--- src/rtl/if_id_fetch_stage_pkg.sv ---
// -----------------------------------------------------------------------------
// if_id_fetch_stage_pkg
// Shared core constants and types for the fetch stage and the decode stage
// that consumes its IF/ID register.
//   CORE_XLEN          : default data/address width
//   CORE_RESET_VECTOR  : default first fetch address after reset
//   CORE_NOP_INSTR     : bubble instruction (addi x0,x0,0)
//   if_id_t            : {pc, instr, valid} as seen by decode
// -----------------------------------------------------------------------------
package if_id_fetch_stage_pkg;

   localparam int               CORE_XLEN         = 32;
   localparam logic [31:0]      CORE_RESET_VECTOR = 32'h0000_0000;
   localparam logic [31:0]      CORE_NOP_INSTR    = 32'h0000_0013;

   typedef struct packed {
      logic [CORE_XLEN-1:0] pc;
      logic [31:0]          instr;
      logic                 valid;
   } if_id_t;

endpackage

--- src/rtl/if_id_fetch_stage_skid_buffer.sv ---
// -----------------------------------------------------------------------------
// fetch_skid_buffer
// One-entry hold register that parks an instruction-memory response which
// arrives while the IF/ID register is frozen, so it is neither lost nor
// fetched twice.
// Ports:
//   clk, reset            : clock, synchronous active-high reset
//   clear                 : drop the entry (release into IF/ID, or flush)
//   capture               : store cap_pc/cap_instr if the entry is empty
//   cap_pc, cap_instr     : response being parked
//   hold_valid/pc/instr   : current entry
// -----------------------------------------------------------------------------
module fetch_skid_buffer
   import if_id_fetch_stage_pkg::*;
#(
   parameter int XLEN = CORE_XLEN
) (
   input  logic            clk,
   input  logic            reset,
   input  logic            clear,
   input  logic            capture,
   input  logic [XLEN-1:0] cap_pc,
   input  logic [31:0]     cap_instr,
   output logic            hold_valid,
   output logic [XLEN-1:0] hold_pc,
   output logic [31:0]     hold_instr
);

   logic            valid_q, valid_d;
   logic [XLEN-1:0] pc_q, pc_d;
   logic [31:0]     instr_q, instr_d;

   // Clear wins over capture: a flush or release must never leave a
   // stale entry behind.
   always_comb begin
      valid_d = valid_q;
      pc_d    = pc_q;
      instr_d = instr_q;
      if (clear) begin
         valid_d = 1'b0;
      end else if (capture && !valid_q) begin
         valid_d = 1'b1;
         pc_d    = cap_pc;
         instr_d = cap_instr;
      end
   end

   always_ff @(posedge clk) begin
      if (reset) begin
         valid_q <= 1'b0;
         pc_q    <= '0;
         instr_q <= '0;
      end else begin
         valid_q <= valid_d;
         pc_q    <= pc_d;
         instr_q <= instr_d;
      end
   end

   assign hold_valid = valid_q;
   assign hold_pc    = pc_q;
   assign hold_instr = instr_q;

endmodule

--- src/rtl/if_id_fetch_stage.sv ---
// -----------------------------------------------------------------------------
// if_id_fetch_stage
// Fetch stage plus IF/ID pipeline register. Owns the PC, issues requests to a
// synchronous instruction memory (1-cycle read latency) and presents
// {pc, instr, valid} to decode. Honours PC-hold / IF/ID-hold from the hazard
// unit without losing or duplicating instructions; squashes on EX redirects.
// Ports:
//   clk, reset                   : clock, synchronous active-high reset
//   PCWrite                      : 0 = hold PC, issue no fetch
//   IF_Dwrite                    : 0 = hold IF/ID contents
//   branch_taken, branch_target  : EX redirect (target bits [1:0] ignored)
//   imem_en, imem_addr           : request issued this cycle
//   imem_rdata                   : data for last cycle's request
//   if_id_pc/instr/valid         : IF/ID register to decode
//   stall_cycles, flush_count    : saturating perf counters, only present
//                                  when FETCH_PERF_EN is defined
// -----------------------------------------------------------------------------
module if_id_fetch_stage
   import if_id_fetch_stage_pkg::*;
#(
   parameter int               XLEN         = CORE_XLEN,
   parameter logic [XLEN-1:0]  RESET_VECTOR = CORE_RESET_VECTOR,
   parameter logic [31:0]      NOP_INSTR    = CORE_NOP_INSTR
) (
   input  logic            clk,
   input  logic            reset,
   input  logic            PCWrite,
   input  logic            IF_Dwrite,
   input  logic            branch_taken,
   input  logic [XLEN-1:0] branch_target,
   output logic            imem_en,
   output logic [XLEN-1:0] imem_addr,
   input  logic [31:0]     imem_rdata,
   output logic [XLEN-1:0] if_id_pc,
   output logic [31:0]     if_id_instr,
`ifdef FETCH_PERF_EN
   output logic [31:0]     stall_cycles,
   output logic [31:0]     flush_count,
`endif
   output logic            if_id_valid
);

   logic [XLEN-1:0] pc_q, pc_d;
   logic            resp_valid_q, resp_valid_d;
   logic [XLEN-1:0] resp_pc_q, resp_pc_d;
   logic            if_valid_q, if_valid_d;
   logic [XLEN-1:0] if_pc_q, if_pc_d;
   logic [31:0]     if_instr_q, if_instr_d;

   logic            hold_valid;
   logic [XLEN-1:0] hold_pc;
   logic [31:0]     hold_instr;
   logic            hold_clear;
   logic            hold_capture;

   logic            src_valid;
   logic [XLEN-1:0] src_pc;
   logic [31:0]     src_instr;

   // Redirect targets are word aligned; the low bits carry no information.
   logic            unused_target_lsbs;
   assign unused_target_lsbs = ^branch_target[1:0];

   assign imem_en   = PCWrite & ~branch_taken;
   assign imem_addr = pc_q;

   // A parked response is always older than the one on imem_rdata, so it
   // goes to decode first.
   always_comb begin
      src_valid = hold_valid | resp_valid_q;
      src_pc    = hold_valid ? hold_pc    : resp_pc_q;
      src_instr = hold_valid ? hold_instr : imem_rdata;
   end

   always_comb begin
      pc_d         = pc_q;
      resp_valid_d = imem_en;
      resp_pc_d    = pc_q;
      if_valid_d   = if_valid_q;
      if_pc_d      = if_pc_q;
      if_instr_d   = if_instr_q;
      hold_clear   = 1'b0;
      hold_capture = 1'b0;

      if (branch_taken) begin
         pc_d = {branch_target[XLEN-1:2], 2'b00};
      end else if (PCWrite) begin
         pc_d = pc_q + XLEN'(4);
      end

      if (branch_taken) begin
         // Squash: whatever is in flight belongs to the wrong path.
         // resp_valid_d is already 0 because imem_en is suppressed.
         if_valid_d = 1'b0;
         if_instr_d = NOP_INSTR;
         hold_clear = 1'b1;
      end else if (IF_Dwrite) begin
         if_valid_d = src_valid;
         if_pc_d    = src_valid ? src_pc : if_pc_q;
         if_instr_d = src_valid ? src_instr : NOP_INSTR;
         hold_clear = 1'b1;
      end else begin
         // IF/ID frozen: park the response that would otherwise vanish.
         hold_capture = resp_valid_q & ~hold_valid;
      end
   end

   always_ff @(posedge clk) begin
      if (reset) begin
         pc_q         <= RESET_VECTOR;
         resp_valid_q <= 1'b0;
         resp_pc_q    <= RESET_VECTOR;
         if_valid_q   <= 1'b0;
         if_pc_q      <= RESET_VECTOR;
         if_instr_q   <= NOP_INSTR;
      end else begin
         pc_q         <= pc_d;
         resp_valid_q <= resp_valid_d;
         resp_pc_q    <= resp_pc_d;
         if_valid_q   <= if_valid_d;
         if_pc_q      <= if_pc_d;
         if_instr_q   <= if_instr_d;
      end
   end

   fetch_skid_buffer #(.XLEN(XLEN)) u_skid (
      .clk        (clk),
      .reset      (reset),
      .clear      (hold_clear),
      .capture    (hold_capture),
      .cap_pc     (resp_pc_q),
      .cap_instr  (imem_rdata),
      .hold_valid (hold_valid),
      .hold_pc    (hold_pc),
      .hold_instr (hold_instr)
   );

   assign if_id_pc    = if_pc_q;
   assign if_id_instr = if_instr_q;
   assign if_id_valid = if_valid_q;

   // A second response while the entry is occupied would be dropped. The
   // hazard unit drives PCWrite == IF_Dwrite, which makes this impossible.
   a_no_skid_overflow: assert property (@(posedge clk) disable iff (reset)
      !(resp_valid_q && hold_valid && !IF_Dwrite && !branch_taken));

`ifdef FETCH_PERF_EN
   logic [31:0] stall_cycles_q, stall_cycles_d;
   logic [31:0] flush_count_q, flush_count_d;

   always_comb begin
      stall_cycles_d = stall_cycles_q;
      flush_count_d  = flush_count_q;
      if (!IF_Dwrite && !branch_taken && stall_cycles_q != 32'hFFFF_FFFF) begin
         stall_cycles_d = stall_cycles_q + 32'd1;
      end
      if (branch_taken && flush_count_q != 32'hFFFF_FFFF) begin
         flush_count_d = flush_count_q + 32'd1;
      end
   end

   always_ff @(posedge clk) begin
      if (reset) begin
         stall_cycles_q <= '0;
         flush_count_q  <= '0;
      end else begin
         stall_cycles_q <= stall_cycles_d;
         flush_count_q  <= flush_count_d;
      end
   end

   assign stall_cycles = stall_cycles_q;
   assign flush_count  = flush_count_q;
`endif

endmodule

--- config.mk ---
export PLATFORM = sky130hd
export DESIGN_NAME = if_id_fetch_stage
export DESIGN_NICKNAME = d
export VERILOG_FILES = /design/src/rtl/if_id_fetch_stage_pkg.sv /design/src/rtl/if_id_fetch_stage_skid_buffer.sv /design/src/rtl/if_id_fetch_stage.sv
export SDC_FILE = /design/constraint.sdc
export NUM_CORES = 1
export LEC_CHECK = 0
export CAP_MARGIN = 20
export CORE_MARGIN = 2
export CORE_UTILIZATION = 35
export CTS_CLUSTER_DIAMETER = 30
export CTS_CLUSTER_SIZE = 40
export DETAILED_ROUTE_END_ITERATION = 10
export PLACE_DENSITY = 0.55
export SYNTH_ARGS = -nofsm -noshare
export SYNTH_HDL_FRONTEND = slang
export SYNTH_HIERARCHICAL = 1
export SYNTH_SLANG_ARGS = --single-unit
--- constraint.sdc ---
create_clock -name clk -period 2.3 [get_ports clk]
set_input_delay 0.345 -clock clk [delete_from_list [all_inputs] [get_ports clk]]
set_output_delay 0.345 -clock clk [all_outputs]
set_load 0.01 [all_outputs]
==> qor.txt, run 1 <==
Mapped Area: 8374 µm²
worst hold slack: 0.1432 ns
later-pin clock latency in the skew report: 0.42 ns
register area share after synthesis: 45.66%
first-pass GRT wire length: 33.40 mm
Cells after DPL: 1333
period utilization: 91.53%
Leakage: 3.585 nW
ranking of synthesized cells by area: dfxtp_1 (46%), mux2i_1 (11%), nand2b_1 (9.9%)
Mapped Avg Cell Area: 9.462 µm²
hold buffers post-CTS: 0
Die Y: 158.7 µm
H-tree Lvls: 4
cell taking the most area after synthesis: dfxtp_1
Min-Delay Startpoint: reset
final worst-path setup slack: 0.1949 ns
via count: 6551
Core ar.: 23470 µm²
wire per inst: 15.42 µm
GP Congestion: 0.8231
I/O Buffers: 162
Setup Slack @ Placement: 0.04060 ns
async set or reset register ratio after synthesis: 0%
Worst Path Arrival: 1.76 ns
Reg2Reg Setup Slack: 0.35 ns
Total Routing Usage GR: 16.93%
Starting Density: 35.68%
DP Wirelength: 14.20 mm
Setup crit end kind: output port
Fmax achieved: 475.0 MHz
max-capacitance violation count: 0
number of synthesized flops with an enable pin: 0
Critical Path RT: 1.96 ns
# rows: 56
crit path launch type: input pin
vias per cell: 4.799
Min-Delay Path Class: in2reg
DRC errors left: 0
vias in the first global route: 6222
Resized Gates After CTS: 0
synthesized instance count: 885
Clock transition at path regs: 0.07 ns
Compound-Gate Fraction of Synth Area: 13.16%
synth warn: 6
hold depth: 2
antenna viol nets, final: 0
Simple-Gate Fraction of Synth Area: 23.25%
Power Density: 645.7 nW/µm²
total setup buffers inserted after CTS: 0
TritonCTS clock tree: built
main combinational cell family by area after synthesis: simple AND/OR/NAND/NOR gates
status: finished clean
mux contribution to synthesized area: 11.36%
XOR/XNOR Fraction of Synth Area: 1.046%
pin count of the biggest net entering global routing: 120
RR Endpoint: imem_addr[23]
Total Wirelength: 21.05 mm
Die Area: 25180 µm²
post-synthesis register bit count: 191
grt ovf: 0
initial antenna violation count: 0
final slew viol count: 0
CTS root buf: clkbuf_16
clock sinks: 191
# nets final: 1103
prevailing post-synth register cell: dfxtp_1
Max FO, Critical Path: 7
Synth Area in Adders: 0.1494%
Tightest Pin Transition: 0.7680 ns
Die X: 158.7 µm
# diodes: 0
RSZ-0062 raised after global routing: no
Max Buffers Root-to-Sink: 2
Setup Skew: 0.007606 ns
drt pass-1 iters: 5
Netlist cell types: 49
R2R depth: 4
TNS Setup: 0 ns
Layout Cells excl Fill: 1365
layout cells sized above 1: 7.839%
Synth top area share: 45.66%
final hold violations: 0
number of setup violations in the final report: 0
Ports: 167
R2R Path Start: imem_addr[8]
Setup CP Type: in2out
DRT iter0 DRCs: 441
Relative slew margins: 48.80%
Worst IR Drop VDD: 0.4028 mV
synth-to-layout area growth: 31.09%
Num CTS Buffers: 17
Worst Hold End: imem_addr[28]
crit path time final: 2.105 ns
==> power breakdown <==
part           leakage (nW)  switching (W)  total, W  internal (W)
Clock                 0.279        0.00133   0.00288       0.00155
Sequential             1.56      0.0000873   0.00349       0.00340
Combinational          1.75       0.000332  0.000720      0.000389
Total                  3.58        0.00175   0.00709       0.00534
==> state kept, by name, summed over array words and instances, names as in the netlist <==
register           cells
u_skid/hold_instr     32
imem_addr             30
resp_valid_q           1
if_id_instr           32
if_id_valid            1
u_skid/hold_valid      1
resp_pc_q             30
u_skid/hold_pc        32
if_id_pc              32
==> worst max-delay path: stages <==
cell             delay, ns
clkdlybuf4s50_1       0.69
nor2b_1               0.18
clkdlybuf4s50_1       0.54
==> worst max-delay path by stage <==
stage | startpoint | to | slack, ns
global route | imem_addr[7] | imem_addr[26] | 0.13
CTS | PCWrite | imem_en | 0.19
detailed placement | PCWrite | imem_addr[19] | 0.04
floorplan | branch_taken | u_skid/hold_instr[0] | 0.41
finish | PCWrite | imem_en | 0.19
global placement | PCWrite | imem_addr[19] | 0.05
==> per-layer routing <==
metal	GRT usage, %	routed length [µm]	up-vias
met1	25.17	11060	2963
li1	-	-	3419
met5	0	0	-
met4	5.191	245	0
met3	3.566	950	14
met2	24.30	8788	155
==> cell usage after synthesis (all sizes together), types with 2 or more instances <==
cell / n
o221ai: 5
or3: 4
nand2: 20
nand3: 18
inv: 12
nor3b: 6
nor2b: 30
or4: 5
nand4: 12
nor3: 8
xnor2: 6
o21bai: 2
dfxtp: 191
or2: 3
buf: 19
and3: 6
nor2: 89
a2111oi: 4
a31oi: 2
o21ai: 6
a211oi: 68
clkbuf: 55
a22oi: 29
nor4: 5
mux2i: 95
and2: 2
o211ai: 4
and4: 9
xor2: 4
a311oi: 10
nand2b: 133
o31ai: 3
a21oi: 11
==> kinds of logic (layout without fill, tap and decap cells) <==
| kind of cell | after synthesis | count (layout) |
|---|---|---|
| adders and majority gates | 1 | 1 |
| muxes | 95 | 95 |
| and+or+nand+nor | 351 | 351 |
| buffers and inverters | 87 | 245 |
| xor gates and xnor gates | 10 | 10 |
| AOI/OAI and AO/OA | 149 | 149 |
| DFF | 191 | 191 |
| other | 1 | 4 |
==> stage by stage <==
step	total power (W)	cell area [µm²]	utilization, %
final	0.007088	10980	46.77
after floorplan	0.003895	8386	-
after global placement	0.004286	10410	44.33
after CTS	0.007185	10980	46.77
after global routing	0.007400	10980	46.77
after detailed placement	0.004287	10410	44.33
==> layout make-up <==
type | instances | area, µm²
clock buffer | 19 | 442.9
clock inverter | 13 | 130.1
fill | 2252 | 12490
inverter | 13 | 48.80
multi-input combinational | 610 | 4129
sequential | 191 | 3825
tap | 319 | 399.1
timing repair buffer | 200 | 2003
==> cells in the final DEF (no fill, tap or decap), drive strengths merged, types with 5 or more instances in the layout <==
master	Yosys	routed
a22oi	29	29
clkinv	1	7
clkdlybuf4s50	0	160
nor3b	6	6
o21ai	6	6
nand2b	133	133
dfxtp	191	191
nor3	8	8
a211oi	68	68
mux2i	95	95
xnor2	6	6
nor2b	30	30
nor2	89	89
and3	6	6
nand2	20	20
a311oi	10	10
or4	5	5
clkbuf	55	19
buf	19	40
and4	9	9
nor4	5	5
inv	12	17
a21oi	11	11
o221ai	5	5
nand4	12	12
nand3	18	18
(Power assumes the default switching activity.)
==> run 2, diff against run 1 <==
==> constraint.sdc (replaced) <==
create_clock -name clk -period 2.08 [get_ports clk]
set_input_delay 0.312 -clock clk [delete_from_list [all_inputs] [get_ports clk]]
set_output_delay 0.312 -clock clk [all_outputs]
set_load 0.01 [all_outputs]
==> qor.txt, run 2 (synthesized netlist as in run 1, its figures left out) <==
Layout Cells excl Fill: 1384
status: finished clean
DRT iter0 DRCs: 417
clock sinks: 191
final slew viol count: 0
crit path launch type: flip-flop
Total Routing Usage GR: 16.82%
switching part of the total: 26.01%
Max Buffers Root-to-Sink: 2
Setup CP Type: reg2out
Critical Path RT: 1.77 ns
Setup Slack @ Placement: -0.01498 ns
DP Wirelength: 14.41 mm
antenna viol nets, final: 0
H-tree Lvls: 4
Clock power frac: 40.5%
Starting Density: 35.68%
Die Area: 25180 µm²
Worst Path Arrival: 1.58 ns
DRC errors left: 0
Worst IR Drop VDD: 0.3664 mV
Largest stage delay, worst path: 0.61 ns
slowest stage cell, crit path: clkdlybuf4s50_1
Min-Delay Path Class: in2reg
Fmax achieved: 528.8 MHz
number of setup violations in the final report: 0
pin count of the biggest net entering global routing: 151
total chip power: 0.007862 W
Clock transition at path regs: 0.08 ns
# nets final: 1122
Largest delay share family, worst path: buffers and inverters
Gate power share: 10.6%
Cell Chain, Critical Path: clkdlybuf4s50_1
final worst-path setup slack: 0.1891 ns
Leakage: 3.710 nW
Core ar.: 23470 µm²
hold buffers post-CTS: 0
max-capacitance violation count: 0
drt pass-1 iters: 4
most frequent cells in the layout: dfxtp_1 (189), clkdlybuf4s50_1 (159), nand2b_1 (133)
via count: 6665
vias in the first global route: 6320
first-pass GRT wire length: 33.13 mm
synth-to-layout area growth: 33.51%
switching power total: 0.002045 W
Die Y: 158.7 µm
Num CTS Buffers: 17
share of power burned in registers: 48.9%
final hold violations: 0
RSZ-0062 raised after global routing: no
initial antenna violation count: 0
crit path buf inv count: 1
Ports: 167
layout cells sized above 1: 9.671%
vias per cell: 4.816
later-pin clock latency in the skew report: 0.43 ns
TritonCTS clock tree: built
Max FO, Critical Path: 8
Power Density: 703.1 nW/µm²
Die X: 158.7 µm
Tightest Pin Transition: 0.7211 ns
Cells after DPL: 1352
Setup Skew: 0.01356 ns
# diodes: 0
# rows: 56
wire per inst: 15.26 µm
Total Wirelength: 21.12 mm
Relative slew margins: 51.93%
crit path time final: 1.891 ns
period utilization: 90.91%
Setup crit end kind: output port
CTS root buf: clkbuf_16
GP Congestion: 0.8401
grt ovf: 0
I/O Buffers: 162
most common cell after layout, fill and taps aside: dfxtp_1
internal power: 0.005817 W
[run 2: cell types whose count changed in the layout (fill, tap and decap cells not counted), moves of 2 or more]
cell	delta
buf_12	+5
inv_6	+2
clkinv_4	-4
inv_8	+5
buf_4	+14
[run 2: final cells by class]
type | instances | area, µm²
sequential | 191 | 3826
fill | 2266 | 12290
clock inverter | 15 | 141.4
inverter | 13 | 48.80
clock buffer | 17 | 425.4
tap | 319 | 399.1
timing repair buffer | 219 | 2211
multi-input combinational | 610 | 4129
[run 2: path summary, 6_finish.rpt]
path                       from            endpoint  slack [ns]  cells past startpoint
setup / recovery  imem_addr[12]       imem_addr[12]        0.19                      1
hold reg to reg   resp_pc_q[31]  u_skid/hold_pc[31]        0.47                      2
setup reg to reg   imem_addr[2]       imem_addr[18]        0.23                      5
hold / removal            reset       imem_addr[28]        0.13                      2
[run 2: power groups by stage]
| stage | registers (W) | logic (W) | clock network [W] |
|---|---|---|---|
| 3_3_place_gp | 0.00393 | 0.000838 | 0 |
| 5_1_grt | 0.00386 | 0.000911 | 0.00345 |
| 2_1_floorplan | 0.00396 | 0.000349 | 0 |
| 3_5_place_dp | 0.00393 | 0.000841 | 0 |
| 4_1_cts | 0.00384 | 0.000845 | 0.00329 |
| 6_report | 0.00384 | 0.000837 | 0.00318 |
[run 2: layer usage]
layer	vias to the layer above	GRT usage, %	share of wire [%]
met4	0	5.792	1.7
met5	-	0	0
met2	163	24.70	43
met1	3033	24.62	51
met3	22	3.048	4.3
li1	3447	-	-
[run 2: what timing repair did]
item | CTS | global route
setup endpoints to repair | 0 | 3
resized for setup | 0 | 2
buffers inserted | 0 | 0
[run 2: metrics by stage]
| stage | area, µm² | hold WS (ns) | utilization, % | TNS, ns |
|---|---|---|---|---|
| floorplan | 8386 | 0.4483 | - | 0 |
| global placement | 10610 | 0.4538 | 45.20 | 0 |
| detailed placement | 10610 | 0.4603 | 45.20 | -0.02730 |
| CTS | 11180 | 0.1014 | 47.62 | 0 |
| global route | 11180 | 0.1124 | 47.63 | 0 |
| finish | 11180 | 0.1273 | 47.63 | 0 |
==> run 3, diff against run 2 <==
--- a/config.mk
+++ b/config.mk
@@ -11,6 +11,7 @@
 export CTS_CLUSTER_DIAMETER = 30
 export CTS_CLUSTER_SIZE = 40
 export DETAILED_ROUTE_END_ITERATION = 10
+export HOLD_SLACK_MARGIN = 0.06
 export PLACE_DENSITY = 0.55
 export SYNTH_ARGS = -nofsm -noshare
 export SYNTH_HDL_FRONTEND = slang
==> results of run 3 <==
No change in the layout: final DEF, timing and power equal those of run 2.
